$ cat config.mk
export PLATFORM = sky130hd
export DESIGN_NAME = dpram_porta_arbiter_flat
export DESIGN_NICKNAME = d
export VERILOG_FILES = /design/src/rtl/dpram_pkg.sv /design/src/rtl/dpram_porta_arbiter_if.sv /design/src/rtl/dpram_porta_arbiter_rd_rr.sv /design/src/rtl/dpram_porta_arbiter.sv /design/src/flat_wrapper.sv
export SDC_FILE = /design/constraint.sdc
export NUM_CORES = 1
export LEC_CHECK = 0
export BUFFER_PORTS_ARGS = -buffer_cell sky130_fd_sc_hd__buf_2
export CORE_AREA = 2 2 237 239
export DETAILED_ROUTE_END_ITERATION = 6
export DIE_AREA = 0 0 239 241
export PLACE_DENSITY = 0.43
export SLEW_MARGIN = 20
export SYNTH_ARGS = -nofsm -noshare
export SYNTH_HDL_FRONTEND = slang
export SYNTH_SLANG_ARGS = --single-unit
$ cat constraint.sdc
create_clock -name clk -period 2.68 [get_ports clk]
set_input_delay 0.402 -clock clk [delete_from_list [all_inputs] [get_ports clk]]
set_output_delay 0.402 -clock clk [all_outputs]
set_load 0.005 [all_outputs]
$ cat src/rtl/dpram_pkg.sv
// Shared constants and requester tags for the layer-0 feature DPRAM port-A arbiter.
package dpram_pkg;

    localparam int ADDR_WIDTH     = 19;
    localparam int ADDR_LINE      = 519168;
    localparam int INOUT_WIDTH    = 128;
    localparam int BYTES_PER_WORD = 16;

    typedef enum logic [1:0] {
        SRC_NONE,
        SRC_WR,
        SRC_RD0,
        SRC_RD1
    } src_t;

endpackage

$ cat src/rtl/dpram_porta_arbiter_if.sv
// Requester handshakes, read return and DPRAM port-A command bundle.
interface dpram_porta_arbiter_if #(
    parameter int ADDR_WIDTH  = dpram_pkg::ADDR_WIDTH,
    parameter int INOUT_WIDTH = dpram_pkg::INOUT_WIDTH
);
    logic                   wr_req;
    logic [ADDR_WIDTH-1:0]  wr_addr;
    logic [INOUT_WIDTH-1:0] wr_data;
    logic                   wr_gnt;

    logic                   rd0_req;
    logic [ADDR_WIDTH-1:0]  rd0_addr;
    logic                   rd0_pad;
    logic                   rd0_gnt;
    logic                   rd0_valid;

    logic                   rd1_req;
    logic [ADDR_WIDTH-1:0]  rd1_addr;
    logic                   rd1_pad;
    logic                   rd1_gnt;
    logic                   rd1_valid;

    logic [INOUT_WIDTH-1:0] rd_data;

    logic                   we_a;
    logic [ADDR_WIDTH-1:0]  addr_a;
    logic                   addr_valid;
    logic [INOUT_WIDTH-1:0] din_a;
    logic [INOUT_WIDTH-1:0] dout_a;

    logic                   err_oor;

    modport master (
        output wr_req, wr_addr, wr_data,
        output rd0_req, rd0_addr, rd0_pad,
        output rd1_req, rd1_addr, rd1_pad,
        output dout_a,
        input  wr_gnt, rd0_gnt, rd1_gnt,
        input  rd0_valid, rd1_valid, rd_data,
        input  we_a, addr_a, addr_valid, din_a,
        input  err_oor
    );

    modport slave (
        input  wr_req, wr_addr, wr_data,
        input  rd0_req, rd0_addr, rd0_pad,
        input  rd1_req, rd1_addr, rd1_pad,
        input  dout_a,
        output wr_gnt, rd0_gnt, rd1_gnt,
        output rd0_valid, rd1_valid, rd_data,
        output we_a, addr_a, addr_valid, din_a,
        output err_oor
    );

endinterface

$ cat src/rtl/dpram_porta_arbiter_rd_rr.sv
// Two-way round-robin picker between the systolic row fetchers.
module dpram_rd_rr (
    input  logic       clk,
    input  logic       rst_n,
    input  logic       req0,
    input  logic       req1,
    input  logic       en,
    output logic [1:0] gnt
);

    logic last_rd;

    always_comb begin
        gnt = 2'b00;
        if (en) begin
            unique case (1'b1)
                (req0 && req1):  gnt = last_rd ? 2'b01 : 2'b10;
                (req0 && !req1): gnt = 2'b01;
                (req1 && !req0): gnt = 2'b10;
                default:         gnt = 2'b00;
            endcase
        end
    end

    // Reset to RD1 so the first contested grant goes to RD0.
    always_ff @(posedge clk or negedge rst_n) begin
        if (!rst_n) begin
            last_rd <= 1'b1;
        end else if (|gnt) begin
            last_rd <= gnt[1];
        end
    end

endmodule

$ cat src/rtl/dpram_porta_arbiter.sv
// Port-A arbiter: writer priority with burst cap, round-robin readers,
// registered command and 2-cycle tagged read return.
module dpram_porta_arbiter #(
    parameter int ADDR_WIDTH   = dpram_pkg::ADDR_WIDTH,
    parameter int ADDR_LINE    = dpram_pkg::ADDR_LINE,
    parameter int INOUT_WIDTH  = dpram_pkg::INOUT_WIDTH,
    parameter int MAX_WR_BURST = 8
) (
    input logic                  clk,
    input logic                  rst_n,
    dpram_porta_arbiter_if.slave bus
);
    import dpram_pkg::*;

    localparam int CW = $clog2(MAX_WR_BURST + 1);
    localparam logic [ADDR_WIDTH-1:0] LAST_OK =
        ADDR_WIDTH'(ADDR_LINE - BYTES_PER_WORD);

    logic [CW-1:0]          wr_cnt;
    logic                   any_rd;
    logic                   rd_turn;
    logic                   wr_go;
    logic [1:0]             rd_gnt;
    src_t                   src;
    src_t                   tag;
    logic [ADDR_WIDTH-1:0]  sel_addr;
    logic                   sel_pad;
    logic                   oor;

    logic                   we_q;
    logic [ADDR_WIDTH-1:0]  addr_q;
    logic                   av_q;
    logic [INOUT_WIDTH-1:0] din_q;
    logic                   v0_q;
    logic                   v1_q;
    logic                   err_q;

    // Readers take the slot when the writer is idle or has used its burst.
    always_comb begin
        any_rd  = bus.rd0_req | bus.rd1_req;
        rd_turn = rst_n & any_rd
                & (~bus.wr_req | (wr_cnt == CW'(MAX_WR_BURST)));
        wr_go   = rst_n & bus.wr_req & ~rd_turn;
    end

    dpram_rd_rr u_rr (
        .clk   (clk),
        .rst_n (rst_n),
        .req0  (bus.rd0_req),
        .req1  (bus.rd1_req),
        .en    (rd_turn),
        .gnt   (rd_gnt)
    );

    always_comb begin
        src      = SRC_NONE;
        sel_addr = bus.rd1_addr;
        sel_pad  = bus.rd1_pad;
        unique case (1'b1)
            wr_go: begin
                src      = SRC_WR;
                sel_addr = bus.wr_addr;
                sel_pad  = 1'b0;
            end
            rd_gnt[0]: begin
                src      = SRC_RD0;
                sel_addr = bus.rd0_addr;
                sel_pad  = bus.rd0_pad;
            end
            rd_gnt[1]: src = SRC_RD1;
            default:   src = SRC_NONE;
        endcase
        oor = sel_addr > LAST_OK;
    end

    always_ff @(posedge clk or negedge rst_n) begin
        if (!rst_n) begin
            wr_cnt <= '0;
        end else if ((|rd_gnt) || !any_rd) begin
            wr_cnt <= '0;
        end else if (wr_go && (wr_cnt != CW'(MAX_WR_BURST))) begin
            wr_cnt <= wr_cnt + 1'b1;
        end
    end

    always_ff @(posedge clk or negedge rst_n) begin
        if (!rst_n) begin
            tag    <= SRC_NONE;
            we_q   <= 1'b0;
            addr_q <= '0;
            av_q   <= 1'b0;
            din_q  <= '0;
            v0_q   <= 1'b0;
            v1_q   <= 1'b0;
            err_q  <= 1'b0;
        end else begin
            tag  <= src;
            we_q <= 1'b0;
            av_q <= 1'b0;
            v0_q <= (tag == SRC_RD0);
            v1_q <= (tag == SRC_RD1);
            if (src == SRC_WR) begin
                we_q   <= ~oor;
                addr_q <= sel_addr;
                din_q  <= bus.wr_data;
            end else if (src != SRC_NONE) begin
                addr_q <= sel_addr;
                av_q   <= ~sel_pad & ~oor;
            end
            if (src != SRC_NONE && oor) begin
                err_q <= 1'b1;
            end
        end
    end

    assign bus.wr_gnt     = wr_go;
    assign bus.rd0_gnt    = rd_gnt[0];
    assign bus.rd1_gnt    = rd_gnt[1];
    assign bus.we_a       = we_q;
    assign bus.addr_a     = addr_q;
    assign bus.addr_valid = av_q;
    assign bus.din_a      = din_q;
    assign bus.rd0_valid  = v0_q;
    assign bus.rd1_valid  = v1_q;
    assign bus.rd_data    = bus.dout_a;
    assign bus.err_oor    = err_q;

endmodule

$ cat src/flat_wrapper.sv
// flat-port wrapper written by rule: the top's interface ports become plain ports
module dpram_porta_arbiter_flat import dpram_pkg::*;
#(
    parameter int ADDR_WIDTH   = dpram_pkg::ADDR_WIDTH,
    parameter int ADDR_LINE    = dpram_pkg::ADDR_LINE,
    parameter int INOUT_WIDTH  = dpram_pkg::INOUT_WIDTH,
    parameter int MAX_WR_BURST = 8
)
  (clk, rst_n, bus_wr_req, bus_wr_addr, bus_wr_data, bus_rd0_req, bus_rd0_addr, bus_rd0_pad, bus_rd1_req, bus_rd1_addr, bus_rd1_pad, bus_dout_a, bus_wr_gnt, bus_rd0_gnt, bus_rd1_gnt, bus_rd0_valid, bus_rd1_valid, bus_rd_data, bus_we_a, bus_addr_a, bus_addr_valid, bus_din_a, bus_err_oor);
  dpram_porta_arbiter_if #(.ADDR_WIDTH(ADDR_WIDTH), .INOUT_WIDTH(INOUT_WIDTH)) bus_i ();
  input logic clk;
  input logic rst_n;
  input wire logic [$bits(bus_i.wr_req)-1:0] bus_wr_req;
  input wire logic [$bits(bus_i.wr_addr)-1:0] bus_wr_addr;
  input wire logic [$bits(bus_i.wr_data)-1:0] bus_wr_data;
  input wire logic [$bits(bus_i.rd0_req)-1:0] bus_rd0_req;
  input wire logic [$bits(bus_i.rd0_addr)-1:0] bus_rd0_addr;
  input wire logic [$bits(bus_i.rd0_pad)-1:0] bus_rd0_pad;
  input wire logic [$bits(bus_i.rd1_req)-1:0] bus_rd1_req;
  input wire logic [$bits(bus_i.rd1_addr)-1:0] bus_rd1_addr;
  input wire logic [$bits(bus_i.rd1_pad)-1:0] bus_rd1_pad;
  input wire logic [$bits(bus_i.dout_a)-1:0] bus_dout_a;
  output wire logic [$bits(bus_i.wr_gnt)-1:0] bus_wr_gnt;
  output wire logic [$bits(bus_i.rd0_gnt)-1:0] bus_rd0_gnt;
  output wire logic [$bits(bus_i.rd1_gnt)-1:0] bus_rd1_gnt;
  output wire logic [$bits(bus_i.rd0_valid)-1:0] bus_rd0_valid;
  output wire logic [$bits(bus_i.rd1_valid)-1:0] bus_rd1_valid;
  output wire logic [$bits(bus_i.rd_data)-1:0] bus_rd_data;
  output wire logic [$bits(bus_i.we_a)-1:0] bus_we_a;
  output wire logic [$bits(bus_i.addr_a)-1:0] bus_addr_a;
  output wire logic [$bits(bus_i.addr_valid)-1:0] bus_addr_valid;
  output wire logic [$bits(bus_i.din_a)-1:0] bus_din_a;
  output wire logic [$bits(bus_i.err_oor)-1:0] bus_err_oor;
  assign bus_i.wr_req = bus_wr_req;
  assign bus_i.wr_addr = bus_wr_addr;
  assign bus_i.wr_data = bus_wr_data;
  assign bus_i.rd0_req = bus_rd0_req;
  assign bus_i.rd0_addr = bus_rd0_addr;
  assign bus_i.rd0_pad = bus_rd0_pad;
  assign bus_i.rd1_req = bus_rd1_req;
  assign bus_i.rd1_addr = bus_rd1_addr;
  assign bus_i.rd1_pad = bus_rd1_pad;
  assign bus_i.dout_a = bus_dout_a;
  assign bus_wr_gnt = bus_i.wr_gnt;
  assign bus_rd0_gnt = bus_i.rd0_gnt;
  assign bus_rd1_gnt = bus_i.rd1_gnt;
  assign bus_rd0_valid = bus_i.rd0_valid;
  assign bus_rd1_valid = bus_i.rd1_valid;
  assign bus_rd_data = bus_i.rd_data;
  assign bus_we_a = bus_i.we_a;
  assign bus_addr_a = bus_i.addr_a;
  assign bus_addr_valid = bus_i.addr_valid;
  assign bus_din_a = bus_i.din_a;
  assign bus_err_oor = bus_i.err_oor;
  dpram_porta_arbiter #(.ADDR_WIDTH(ADDR_WIDTH), .ADDR_LINE(ADDR_LINE), .INOUT_WIDTH(INOUT_WIDTH), .MAX_WR_BURST(MAX_WR_BURST)) u_core (.clk(clk), .rst_n(rst_n), .bus(bus_i));
endmodule
; ---- Word-level counts from Yosys, hierarchy flattened
; Index checks and enable logic that the tools add are counted.
[totals]
reg_bits = 159
in_bits = 320
output_inout_bits = 283
elab_cells = 54
[op_classes]
addsub = 1
n_lt_le_gt_ge = 1
eq_ne = 5
muxes = 13
bitwise = 11
n_reduce_logical = 13
[ops]
columns = op, n
row1 = 19-bit two-way mux, 2
row2 = 19-bit one-hot mux with 2 select lines, 1
row3 = "19-bit greater-than comparator, second input constant", 1
row4 = 2-bit one-hot mux with 3 select lines, 2
row5 = 4-bit two-way mux, 2
row6 = 2-bit nonzero test, 3
row7 = 1-bit AND, 5
row8 = 1-bit logical AND, 5
row9 = "4-bit by 1-bit adder with 4-bit output, second input constant", 1
row10 = "2-bit == test, second input constant", 2
row11 = "4-bit == test, second input constant", 1
row12 = 2-bit two-way mux, 2
row13 = "4-bit != test, second input constant", 1
row14 = 1-bit inverter, 4
row15 = 1-bit zero test, 3
row16 = 1-bit two-way mux, 3
row17 = "2-bit by 1-bit == test with 1-bit output, second input constant", 1
row18 = 1-bit bitwise OR, 2
row19 = 1-bit one-hot mux with 2 select lines, 1
row20 = 2-bit OR reduction, 1
row21 = 1-bit logical OR, 1

; ---- Logic depth before layout (Yosys ltp)
; Gate-level depths: netlist of the first run.
[depth]
ltp_word = 11
ltp_mapped = 12
depth_no_buf = 10

; ---- Cells and area by module
; From an unflattened synthesis of the first run, not the netlist that was laid out.
[unflattened]
cells_unflattened = 608
area_unflattened_um2 = 7611.0
[by_module_without_submodules]
columns = mod, instances, cells_per_inst, area_each_um2, seq_area_each_um2
row1 = dpram_porta_arbiter, 1, 600, 7548.5, 3953.8
row2 = dpram_rd_rr, 1, 8, 62.6, 26.3

; ---- Worst setup path before layout of the first run
; Ideal clock, no wire load.
[synth_path]
path_kind = flip-flop to flip-flop
startpoint = register u_core.wr_cnt[0]
endpoint = register u_core.err_q (netlist: u_core.bus.err_oor)
setup_ns = 0.120
arrival_time_ns = 2.107
t_required_ns = 2.560
path_slack_ns = 0.454
path_stages_with_launch = 12
path_buffers = 2
synth_period_minus_slack_ns = 2.226
path_cell_list = dfrtp_1 -> inv_1 -> ha_1 -> and3b_1 -> o221a_2 -> buf_2 -> buf_2 -> a32oi_1 -> nand2_1 -> a21oi_1 -> o31ai_2 -> a31o_1
[synth_between]
elab_chain_len = 8
word_cells_on_any_way = 11
classes_between = order compare (1) / eq/ne (1) / mux (3) / bitwise (4) / reduce/logical (2)
[synth_lines]
columns = item, line
row1 = "start, declared", dpram_porta_arbiter.sv:19  ; logic [CW-1:0] wr_cnt;
row2 = "start signal, assigned", dpram_porta_arbiter.sv:82  ; wr_cnt <= wr_cnt + 1'b1;
row3 = 4-bit == test *, dpram_porta_arbiter.sv:42  ; & (~bus.wr_req | (wr_cnt == CW'(MAX_WR_BURST)));
row4 = 1-bit bitwise OR *, dpram_porta_arbiter.sv:42
row5 = 1-bit AND *, dpram_porta_arbiter.sv:42
row6 = 1-bit inverter, dpram_porta_arbiter.sv:43  ; wr_go = rst_n & bus.wr_req & ~rd_turn;
row7 = 1-bit AND, dpram_porta_arbiter.sv:43
row8 = 19-bit one-hot mux with 2 select lines / 2-bit one-hot mux with 3 select lines (equally long branches), dpram_porta_arbiter.sv:59  ; unique case (1'b1)
row9 = 19-bit greater-than comparator / 2-bit nonzero test (equally long branches), "dpram_porta_arbiter.sv:73, dpram_porta_arbiter.sv:110"
row10 = 1-bit logical AND *, dpram_porta_arbiter.sv:110  ; if (src != SRC_NONE && oor) begin
row11 = "end signal, assigned", dpram_porta_arbiter.sv:95  ; err_q <= 1'b0;
row12 = "end signal, assigned", dpram_porta_arbiter.sv:111  ; err_q <= 1'b1;
row13 = "end, declared", dpram_porta_arbiter.sv:36  ; logic err_q;
; Every way passes the cells marked *; elsewhere a longest branch is shown, timed or not.
; A chain may end at the register's enable or synchronous reset.

; ---- Worst setup path in the final report of the first run
[layout_path]
startpoint = register u_core.wr_cnt[0]
endpoint = output bus_wr_gnt
[layout_between]
elab_chain_len = 5
[layout_lines]
columns = item, line
row1 = 4-bit == test, dpram_porta_arbiter.sv:42
row2 = 1-bit bitwise OR, dpram_porta_arbiter.sv:42
row3 = 1-bit AND, dpram_porta_arbiter.sv:42
row4 = 1-bit inverter, dpram_porta_arbiter.sv:43
row5 = 1-bit AND, dpram_porta_arbiter.sv:43
row6 = "end, declared", flat_wrapper.sv:23  ; output wire logic [$bits(bus_i.wr_gnt)-1:0] bus_wr_gnt;
; Every way passes these cells.

==> results_tabular.tex, run 1 <==
\begin{tabular}{lr}
\hline
Metric & Value \\
\hline
\multicolumn{2}{l}{\textbf{Finish}} \\
\quad Final Instance Count excl. Fillers & 1,822 \\
\quad Commonest non-fill, non-tap cells in the layout & nand2\_1, buf\_2, dfrtp\_1 \\
\quad Multi-input gate area in the final layout & 0.00241 sq mm \\
\quad Layout overhead on the synthesized area & 32.0\% \\
\quad Total Nets Final & 1,427 \\
\quad Most common cell after layout, fill and taps aside & nand2\_1 \\
\quad Antenna diode count & 0 \\
\quad Layout fillers & 6,263 \\
\quad Register area & 0.00398 sq mm \\
\quad Share of layout cells above drive strength 1 & 0.368 \\
\multicolumn{2}{l}{\textbf{Clock network}} \\
\quad CTS Buffer Depth & 2 \\
\quad Clk slew on worst S/H paths & 80 ps \\
\quad Skew-Pair Late Insertion Delay & 480 ps \\
\quad Clock Tree Root & clkbuf\_16 \\
\quad Number of H-tree levels & 4 \\
\quad Clock sink total & 159 \\
\quad Number of buffers created by CTS & 17 \\
\quad CTS tree & yes \\
\multicolumn{2}{l}{\textbf{Global routing}} \\
\quad Global-route congestion overflow total & 0 \\
\quad Antenna violations before repair & 2 \\
\quad Overall track demand over capacity in global routing & 0.0971 \\
\quad Global-route wire length before repair & 40,500 microns \\
\quad Pin count of the biggest net entering global routing & 100 \\
\quad Vias in the first global route & 6,658 \\
\multicolumn{2}{l}{\textbf{Synth}} \\
\quad Synthesized instance count & 882 \\
\quad Average instance area after synthesis & 8.56 sq um \\
\quad Number of flops mapped to enable cells by yosys & 0 \\
\quad Leading cell types by total area after synthesis & dfrtp\_1, nand2\_1, buf\_4 \\
\quad Share of the synthesized area in the top cell type & 0.524 \\
\quad Flip-flop cell with the highest count after synthesis & dfrtp\_1 \\
\quad Synthesis warning total & 0 \\
\quad Number of nets in the synthesized netlist & 1,204 \\
\quad Async set or reset register ratio after synthesis & 1.00 \\
\quad Cell area after technology mapping & 0.00755 sq mm \\
\quad Unique masters post-synth & 47 \\
\quad Leading area contributor after synthesis & dfrtp\_1 \\
\quad Number of synthesized register bits & 159 \\
\quad Seq/Total Area, Yosys & 0.527 \\
\multicolumn{2}{l}{\textbf{Worst setup path}} \\
\quad Data required time at the worst endpoint & 2280 ps \\
\quad End of the worst register-to-register path & u\_core.bus.err\_oor\$\_DFFE\_PN0P\_ \\
\quad Setup crit end kind & output pin \\
\quad R2R cell count & 9 \\
\quad CP Max Fanout & 50 \\
\quad Source of the worst register-to-register timing path & u\_core.wr\_cnt[0]\$\_DFFE\_PN0P\_ \\
\quad Data arrival at the endpoint of the critical path & 2130 ps \\
\quad Category of the most critical setup path & reg2out \\
\quad R2R Setup Slk & 210 ps \\
\quad Kind of start point of the critical path & flop \\
\multicolumn{2}{l}{\textbf{STA}} \\
\quad Number of failing setup endpoints in the final timing report & 0 \\
\quad Fin crit period & 2530 ps \\
\quad Unrepaired setup endpoints after global routing & no \\
\quad Setup Skew & 15.2 ps \\
\quad Slew @ Worst Pin & 681 ps \\
\quad Normalized max-slew margin & 0.546 \\
\quad Max Transition Viols Final & 0 \\
\quad Highest attainable clock frequency & 395 MHz \\
\quad Final count of hold timing violations & 0 \\
\quad Period utilization & 0.946 \\
\quad Final total negative setup slack & 0 ps \\
\multicolumn{2}{l}{\textbf{Floorplanning}} \\
\quad Width of the die & 239 microns \\
\quad Area inside the core boundary & 0.0549 sq mm \\
\quad Cell Rows & 86 \\
\quad Die Ht & 241 microns \\
\quad Die Area & 0.0576 sq mm \\
\quad Initial standard-cell utilization of the core & 0.138 \\
\quad I/O pins & 603 \\
\multicolumn{2}{l}{\textbf{Run status}} \\
\quad Run status & completed \\
\multicolumn{2}{l}{\textbf{Worst hold path}} \\
\quad Hold path endpoint & u\_core.bus.din\_a[7]\$\_DFFE\_PN0N\_ \\
\quad Hold Path Cell Cnt & 3 \\
\quad Path category of the worst min-delay check & in2reg \\
\quad Worst Hold Launch & bus\_wr\_data[7] \\
\multicolumn{2}{l}{\textbf{Run}} \\
\quad Count of maximum capacitance violations & 0 \\
\multicolumn{2}{l}{\textbf{Place}} \\
\quad Inst Count DP & 1,785 \\
\quad Post-DP HPWL & 21,200 microns \\
\quad Gp weighted congestion & 0.836 \\
\quad Count of buffers inserted at the top-level ports & 346 \\
\multicolumn{2}{l}{\textbf{Pwr}} \\
\quad Total chip power & 0.00684 W \\
\quad Pwr/cell area & 686 mW/mm\^{}2 \\
\quad Peak supply drop & 483 uV \\
\quad Leakage & 5.35 nW \\
\multicolumn{2}{l}{\textbf{Route}} \\
\quad Pre-Repair DR Iteration Count & 5 \\
\quad Number of vias in the routed layout & 6,561 \\
\quad Post-route DRC & 0 \\
\quad Via-per-instance ratio & 3.60 \\
\quad Aggregate routed wire length & 28,000 microns \\
\quad First DRT Iteration DRCs & 240 \\
\quad DR WL/cell & 15.4 microns \\
\quad Remaining antenna violation count after routing & 0 \\
\hline
\end{tabular}
[Yosys cell counts (2+ instances only)]
cell type	count
ha_1	2
inv_1	7
o21ai_0	6
a21oi_1	22
a32oi_1	2
nand3_1	8
o2111ai_1	3
o22ai_1	2
or2_2	2
and2_1	3
nor2_1	33
mux2_2	2
clkbuf_1	18
buf_1	5
a22oi_1	10
nor3_1	2
a31oi_1	9
o211ai_1	4
nand2b_1	2
a221o_1	2
a21o_1	2
dfrtp_1	158
a31o_1	2
o2bb2ai_1	2
buf_4	132
buf_2	12
nand2_1	410
[report_power, final]
part	leakage [nW]	switching, W	internal [W]	total [W]
Clock	0.300	0.00111	0.00165	0.00276
Combinational	3.09	0.000660	0.000536	0.00120
Sequential	1.96	0.000172	0.00271	0.00288
Total	5.35	0.00194	0.00490	0.00684
[sequential cells by signal, indices dropped and copies added (netlist names)]
name	count
u_core.u_rr.last_rd	1
u_core.wr_cnt	4
u_core.bus.addr_valid	1
u_core.bus.rd0_valid	1
u_core.bus.err_oor	1
u_core.bus.addr_a	19
u_core.bus.rd1_valid	1
u_core.bus.din_a	128
u_core.tag	2
u_core.bus.we_a	1
[what timing repair did]
| action | CTS | global route |
|---|---|---|
| cloned | 0 | 0 |
| setup buffers | 0 | 2 |
| pin swaps | 0 | 2 |
| hold endpoints to repair | 7 | 0 |
| resized for setup | 4 | 2 |
| setup endpoints to repair | 2 | 2 |
| hold buffers | 3 | 0 |
[through the flow]
step | setup WS [ps] | utilization | hold WS (ps) | instance area (sq um)
floorplan | 454 | - | 106 | 7550
global placement | 244 | 0.168 | 261 | 9230
detailed placement | 217 | 0.168 | 258 | 9230
CTS | 33.3 | 0.181 | 49.7 | 9940
global route | 12.2 | 0.182 | 75.6 | 9970
finish | 146 | 0.182 | 105 | 9970
[cell families (layout without fill, tap and decap cells)]
kind of cell | count (synthesis) | count (layout) | synth area share
flops | 159 | 159 | 0.527
mux | 2 | 2 | 0.00298
fa+ha+maj | 2 | 2 | 0.00331
buf+inv | 175 | 411 | 0.155
compound gates | 76 | 76 | 0.0698
simple gates | 468 | 468 | 0.242
[worst max path at each step]
stage                                 start                        endpoint  slack (ps)
2_1_floorplan  u_core.wr_cnt[0]$_DFFE_PN0P_  u_core.bus.err_oor$_DFFE_PN0P_         450
3_3_place_gp   u_core.wr_cnt[0]$_DFFE_PN0P_  u_core.bus.err_oor$_DFFE_PN0P_         240
3_5_place_dp                    bus_rd0_req       u_core.bus.we_a$_DFF_PN0_         220
4_1_cts        u_core.wr_cnt[0]$_DFFE_PN0P_                     bus_rd0_gnt          30
5_1_grt        u_core.wr_cnt[1]$_DFFE_PN0P_                      bus_wr_gnt          10
6_report       u_core.wr_cnt[0]$_DFFE_PN0P_                      bus_wr_gnt         150
[critical path, stage by stage (launching register included)]
cell and delay (ps):
dfrtp_1 400, inv_1 90, ha_2 210, nand3b_4 110, o21ai_4 170, inv_4 100, buf_4 210, buf_16 190
buf_2 150
[layout make-up]
class / count / share of cell area
clock inverter: 13 / 0.0212
clock buffer: 19 / 0.0434
sequential: 159 / 0.399
multi-input combinational: 548 / 0.242
inverter: 8 / 0.00326
tap: 704 / 0.0884
timing repair buffer: 371 / 0.203
[metal layers]
layer  routed length, microns  vias to the layer above  GRT usage  part of all wire
li1                         -                     3104          -                 -
met4                     1280                        2     0.0657             0.046
met1                    10500                     2993      0.101              0.37
met2                    13300                      378      0.157              0.48
met5                       16                        -          0           0.00057
met3                     2900                       84     0.0446              0.10
(Power assumes the default switching activity.)
==> run 2, diff against run 1 <==
--- a/config.mk
+++ b/config.mk
@@ -7,10 +7,11 @@
 export LEC_CHECK = 0
 export BUFFER_PORTS_ARGS = -buffer_cell sky130_fd_sc_hd__buf_2
-export CORE_AREA = 2 2 237 239
+export CORE_AREA = 2 2 231 233
 export DETAILED_ROUTE_END_ITERATION = 6
-export DIE_AREA = 0 0 239 241
-export PLACE_DENSITY = 0.43
+export DIE_AREA = 0 0 233 235
+export PLACE_DENSITY = 0.44
 export SLEW_MARGIN = 20
 export SYNTH_ARGS = -nofsm -noshare
 export SYNTH_HDL_FRONTEND = slang
+export SYNTH_HIERARCHICAL = 1
 export SYNTH_SLANG_ARGS = --single-unit
==> constraint.sdc (replaced) <==
create_clock -name clk -period 2.68 [get_ports clk]
set_input_delay 0 -clock clk [delete_from_list [all_inputs] [get_ports clk]]
set_output_delay 0 -clock clk [all_outputs]
set_load 0.005 [all_outputs]
==> results_tabular.tex, run 2 <==
\begin{tabular}{lr}
\hline
Metric & Value \\
\hline
\multicolumn{2}{l}{\textbf{Run status}} \\
\quad Run status & completed \\
\multicolumn{2}{l}{\textbf{Synth}} \\
\quad Xor/xnor cell area share of the yosys netlist & 0.00345 (+0.00345) \\
\quad Unique masters post-synth & 52 (+11\%) \\
\quad Basic-gate share of the synthesized area counting and, or, nand and nor cells & 0.0518 (-0.190) \\
\quad Area share of fa/ha/maj cells after synthesis & 0.00329 (-0.0000256) \\
\quad Seq/Total Area, Yosys & 0.523 (-0.00407) \\
\quad Multiplexer area fraction after synthesis & 0.191 (+0.188) \\
\quad Synthesized instance count & 608 (-31\%) \\
\quad Most instantiated library cell after synthesis & dfrtp\_1 \\
\quad Complex-gate fraction of the synthesized area & 0.0738 (+0.00406) \\
\quad Flip-flop cell with the highest count after synthesis & dfrtp\_1 \\
\quad Number of nets in the synthesized netlist & 930 (-23\%) \\
\quad Synthesis warning total & 6 (+6) \\
\quad Leading cell types by total area after synthesis & dfrtp\_1, mux2\_1, buf\_4 \\
\quad Async set or reset register ratio after synthesis & 1.00 (unchanged) \\
\quad Dominant combinational cell family by area after synthesis & multiplexers \\
\quad Cell area after technology mapping & 0.00761 sq mm (+0.78\%) \\
\quad Average instance area after synthesis & 12.5 sq um (+46\%) \\
\quad Most numerous cell types in the synthesized netlist & dfrtp\_1, buf\_4, mux2\_1 \\
\quad Leading area contributor after synthesis & dfrtp\_1 \\
\quad Number of synthesized register bits & 159 (unchanged) \\
\quad Number of flops mapped to enable cells by yosys & 0 (unchanged) \\
\quad Share of the synthesized area in the top cell type & 0.519 (-0.00404) \\
\multicolumn{2}{l}{\textbf{Global routing}} \\
\quad Antenna violations before repair & 0 (-2) \\
\quad Vias in the first global route & 6,615 (-0.65\%) \\
\quad Global-route wire length before repair & 37,600 microns (-7.3\%) \\
\quad Pin count of the biggest net entering global routing & 64 (-36\%) \\
\quad Overall track demand over capacity in global routing & 0.0919 (-0.00512) \\
\quad Global-route congestion overflow total & 0 (unchanged) \\
\multicolumn{2}{l}{\textbf{Worst setup path}} \\
\quad Setup crit end kind & flop \\
\quad Kind of start point of the critical path & flop \\
\quad CP Max Fanout & 11 (-78\%) \\
\quad Data required time at the worst endpoint & 3050 ps (+770 ps) \\
\quad Category of the most critical setup path & reg2reg \\
\quad R2R Setup Slk & 120 ps (-90 ps) \\
\quad Data arrival at the endpoint of the critical path & 2930 ps (+800 ps) \\
\multicolumn{2}{l}{\textbf{Route}} \\
\quad Pre-Repair DR Iteration Count & 4 (-1) \\
\quad DR WL/cell & 14.5 microns (-5.7\%) \\
\quad Via-per-instance ratio & 3.54 (-1.7\%) \\
\quad Post-route DRC & 0 (unchanged) \\
\quad Remaining antenna violation count after routing & 0 (unchanged) \\
\quad First DRT Iteration DRCs & 173 (-28\%) \\
\quad Number of vias in the routed layout & 6,139 (-6.4\%) \\
\quad Aggregate routed wire length & 25,100 microns (-10\%) \\
\multicolumn{2}{l}{\textbf{Clock network}} \\
\quad Clock sink total & 159 (unchanged) \\
\quad CTS Buffer Depth & 2 (unchanged) \\
\quad Clock Tree Root & clkbuf\_16 \\
\quad CTS tree & yes \\
\quad Clk slew on worst S/H paths & 70 ps (about the same) \\
\quad Skew-Pair Late Insertion Delay & 480 ps (about the same) \\
\quad Number of H-tree levels & 4 (unchanged) \\
\quad Number of buffers created by CTS & 17 (unchanged) \\
\multicolumn{2}{l}{\textbf{Worst hold path}} \\
\quad Path category of the worst min-delay check & in2out \\
\multicolumn{2}{l}{\textbf{Place}} \\
\quad Post-DP HPWL & 18,900 microns (-11\%) \\
\quad Gp weighted congestion & 0.771 (-7.8\%) \\
\quad Count of buffers inserted at the top-level ports & 346 (unchanged) \\
\quad Inst Count DP & 1,523 (-15\%) \\
\multicolumn{2}{l}{\textbf{STA}} \\
\quad Number of failing setup endpoints in the final timing report & 0 (unchanged) \\
\quad Max Transition Viols Final & 0 (unchanged) \\
\quad Unrepaired setup endpoints after global routing & yes \\
\quad Setup Skew & 20.5 ps (+5.24 ps) \\
\quad Final total negative setup slack & 0 ps (unchanged) \\
\quad Normalized max-slew margin & 0.433 (-0.113) \\
\quad Slew @ Worst Pin & 851 ps (+170 ps) \\
\quad Highest attainable clock frequency & 391 MHz (-1.0\%) \\
\quad Final count of hold timing violations & 0 (unchanged) \\
\quad Fin crit period & 2560 ps (+26.5 ps) \\
\quad Period utilization & 0.956 (+0.00987) \\
\multicolumn{2}{l}{\textbf{Finish}} \\
\quad Most common cell after layout, fill and taps aside & buf\_2 \\
\quad Antenna diode count & 0 (unchanged) \\
\quad Commonest non-fill, non-tap cells in the layout & buf\_2, dlygate4sd3\_1, dfrtp\_1 \\
\quad Total Nets Final & 1,355 (-5.0\%) \\
\quad Layout overhead on the synthesized area & 56.4\% \\
\quad Largest register FFs & 128 (unchanged) \\
\quad Share of layout cells above drive strength 1 & 0.462 (+0.0941) \\
\quad Final Util & 0.228 (+0.0462) \\
\quad Final Instance Count excl. Fillers & 1,734 (-4.8\%) \\
\multicolumn{2}{l}{\textbf{Floorplanning}} \\
\quad Cell Rows & 84 (-2.3\%) \\
\quad Initial standard-cell utilization of the core & 0.146 (+0.00809) \\
\quad Width of the die & 233 microns (-2.5\%) \\
\quad I/O pins & 603 (unchanged) \\
\quad Die Area & 0.0548 sq mm (-4.9\%) \\
\quad Area inside the core boundary & 0.0522 sq mm (-4.8\%) \\
\quad Die Ht & 235 microns (-2.5\%) \\
\multicolumn{2}{l}{\textbf{Run}} \\
\quad Count of maximum capacitance violations & 0 (unchanged) \\
\multicolumn{2}{l}{\textbf{Pwr}} \\
\quad Total chip power & 0.00717 W (+4.9\%) \\
\quad Leakage & 5.45 nW (+1.9\%) \\
\quad Pwr/cell area & 603 mW/mm\^{}2 (-12\%) \\
\quad Peak supply drop & 376 uV (-22\%) \\
\hline
\end{tabular}
## run 2: cell types whose count changed after synthesis, sizes merged, moves of 6 or more
cell    before  now
a221oi       1    7
nor2        34   26
nor2b        1    8
a22oi       10    1
a31oi        9    2
nand2      410   11
a21oi       22   44
mux2         2  129
clkbuf      18    4
## run 2: worst paths after layout
kind                            cells after the start                              end                      startpoint
worst max-delay path                               13   u_core/bus.err_oor$_DFFE_PN0P_    u_core/wr_cnt[1]$_DFFE_PN0P_
worst min-delay path                                0                  bus_rd_data[55]                  bus_dout_a[55]
worst max register to register                     13   u_core/bus.err_oor$_DFFE_PN0P_    u_core/wr_cnt[1]$_DFFE_PN0P_
worst min register to register                      1   u_core/bus.err_oor$_DFFE_PN0P_  u_core/bus.err_oor$_DFFE_PN0P_
max in group asynchronous                           4  u_core/bus.din_a[3]$_DFFE_PN0N_                           rst_n
min in group asynchronous                           3  u_core/bus.addr_valid$_DFF_PN0_                           rst_n
## run 2: kinds of logic after synthesis
kind of cell / after synthesis
buffers and inverters: 166
flip-flops: 159
multiplexers: 129
AO/OA/AOI/OAI: 79
AND/OR/NAND/NOR: 70
XOR/XNOR: 3
adder cells (fa/ha/maj): 2
## run 2: per-stage QoR
stage	hold slack [ps]	setup slack, ps	cell area [sq um]
global placement	0.0346	-25.7	9410
floorplan	-296	18.5	7610
CTS	0.0346	17.9	11800
finish	0.00143	119	11900
detailed placement	0.0346	-121	9410
global route	0.00794	-26.1	11900
## run 2: area by class of cell
| class | count | area (sq um) |
|---|---|---|
| Fill cell | 5626 | 40300 |
| Sequential cell | 159 | 3980 |
| Timing Repair Buffer | 564 | 3860 |
| Multi-Input combinational cell | 283 | 2560 |
| Tap cell | 688 | 861 |
| Clock buffer | 21 | 480 |
| Clock inverter | 11 | 130 |
| Inverter | 8 | 30.0 |
## run 2: worst max-delay path: stages, from the launching register on
cell	delay, ps
dfrtp_1	400
inv_2	80
ha_4	150
nand3b_4	90
a21oi_4	150
nand2_2	80
a21oi_4	240
buf_12	150
buf_8	130
o311a_1	190
and4_1	210
nand4_1	120
o211a_1	290
a21o_1	160
## run 2: metal layers
layer | vias up | track usage | wire length [microns] | share of wire
li1 | 2839 | - | - | -
met1 | 2925 | 0.0977 | 9810 | 0.39
met2 | 335 | 0.148 | 11800 | 0.47
met3 | 40 | 0.0521 | 2980 | 0.12
met4 | 0 | 0.0398 | 532 | 0.021
met5 | - | 0 | 0 | 0
## run 2: what timing repair did
action,in CTS,in global routing
gates resized for setup,5,18
hold endpoints to repair,245,0
pin swaps,1,14
hold buffers,169,0
setup buffers,4,7
setup endpoints to repair,3,8
## run 2: power breakdown
group | leakage [nW] | internal (W) | switching (W)
registers | 1.88 | 0.00282 | 0.000207
logic | 3.28 | 0.000919 | 0.000691
clock network | 0.294 | 0.00147 | 0.00106
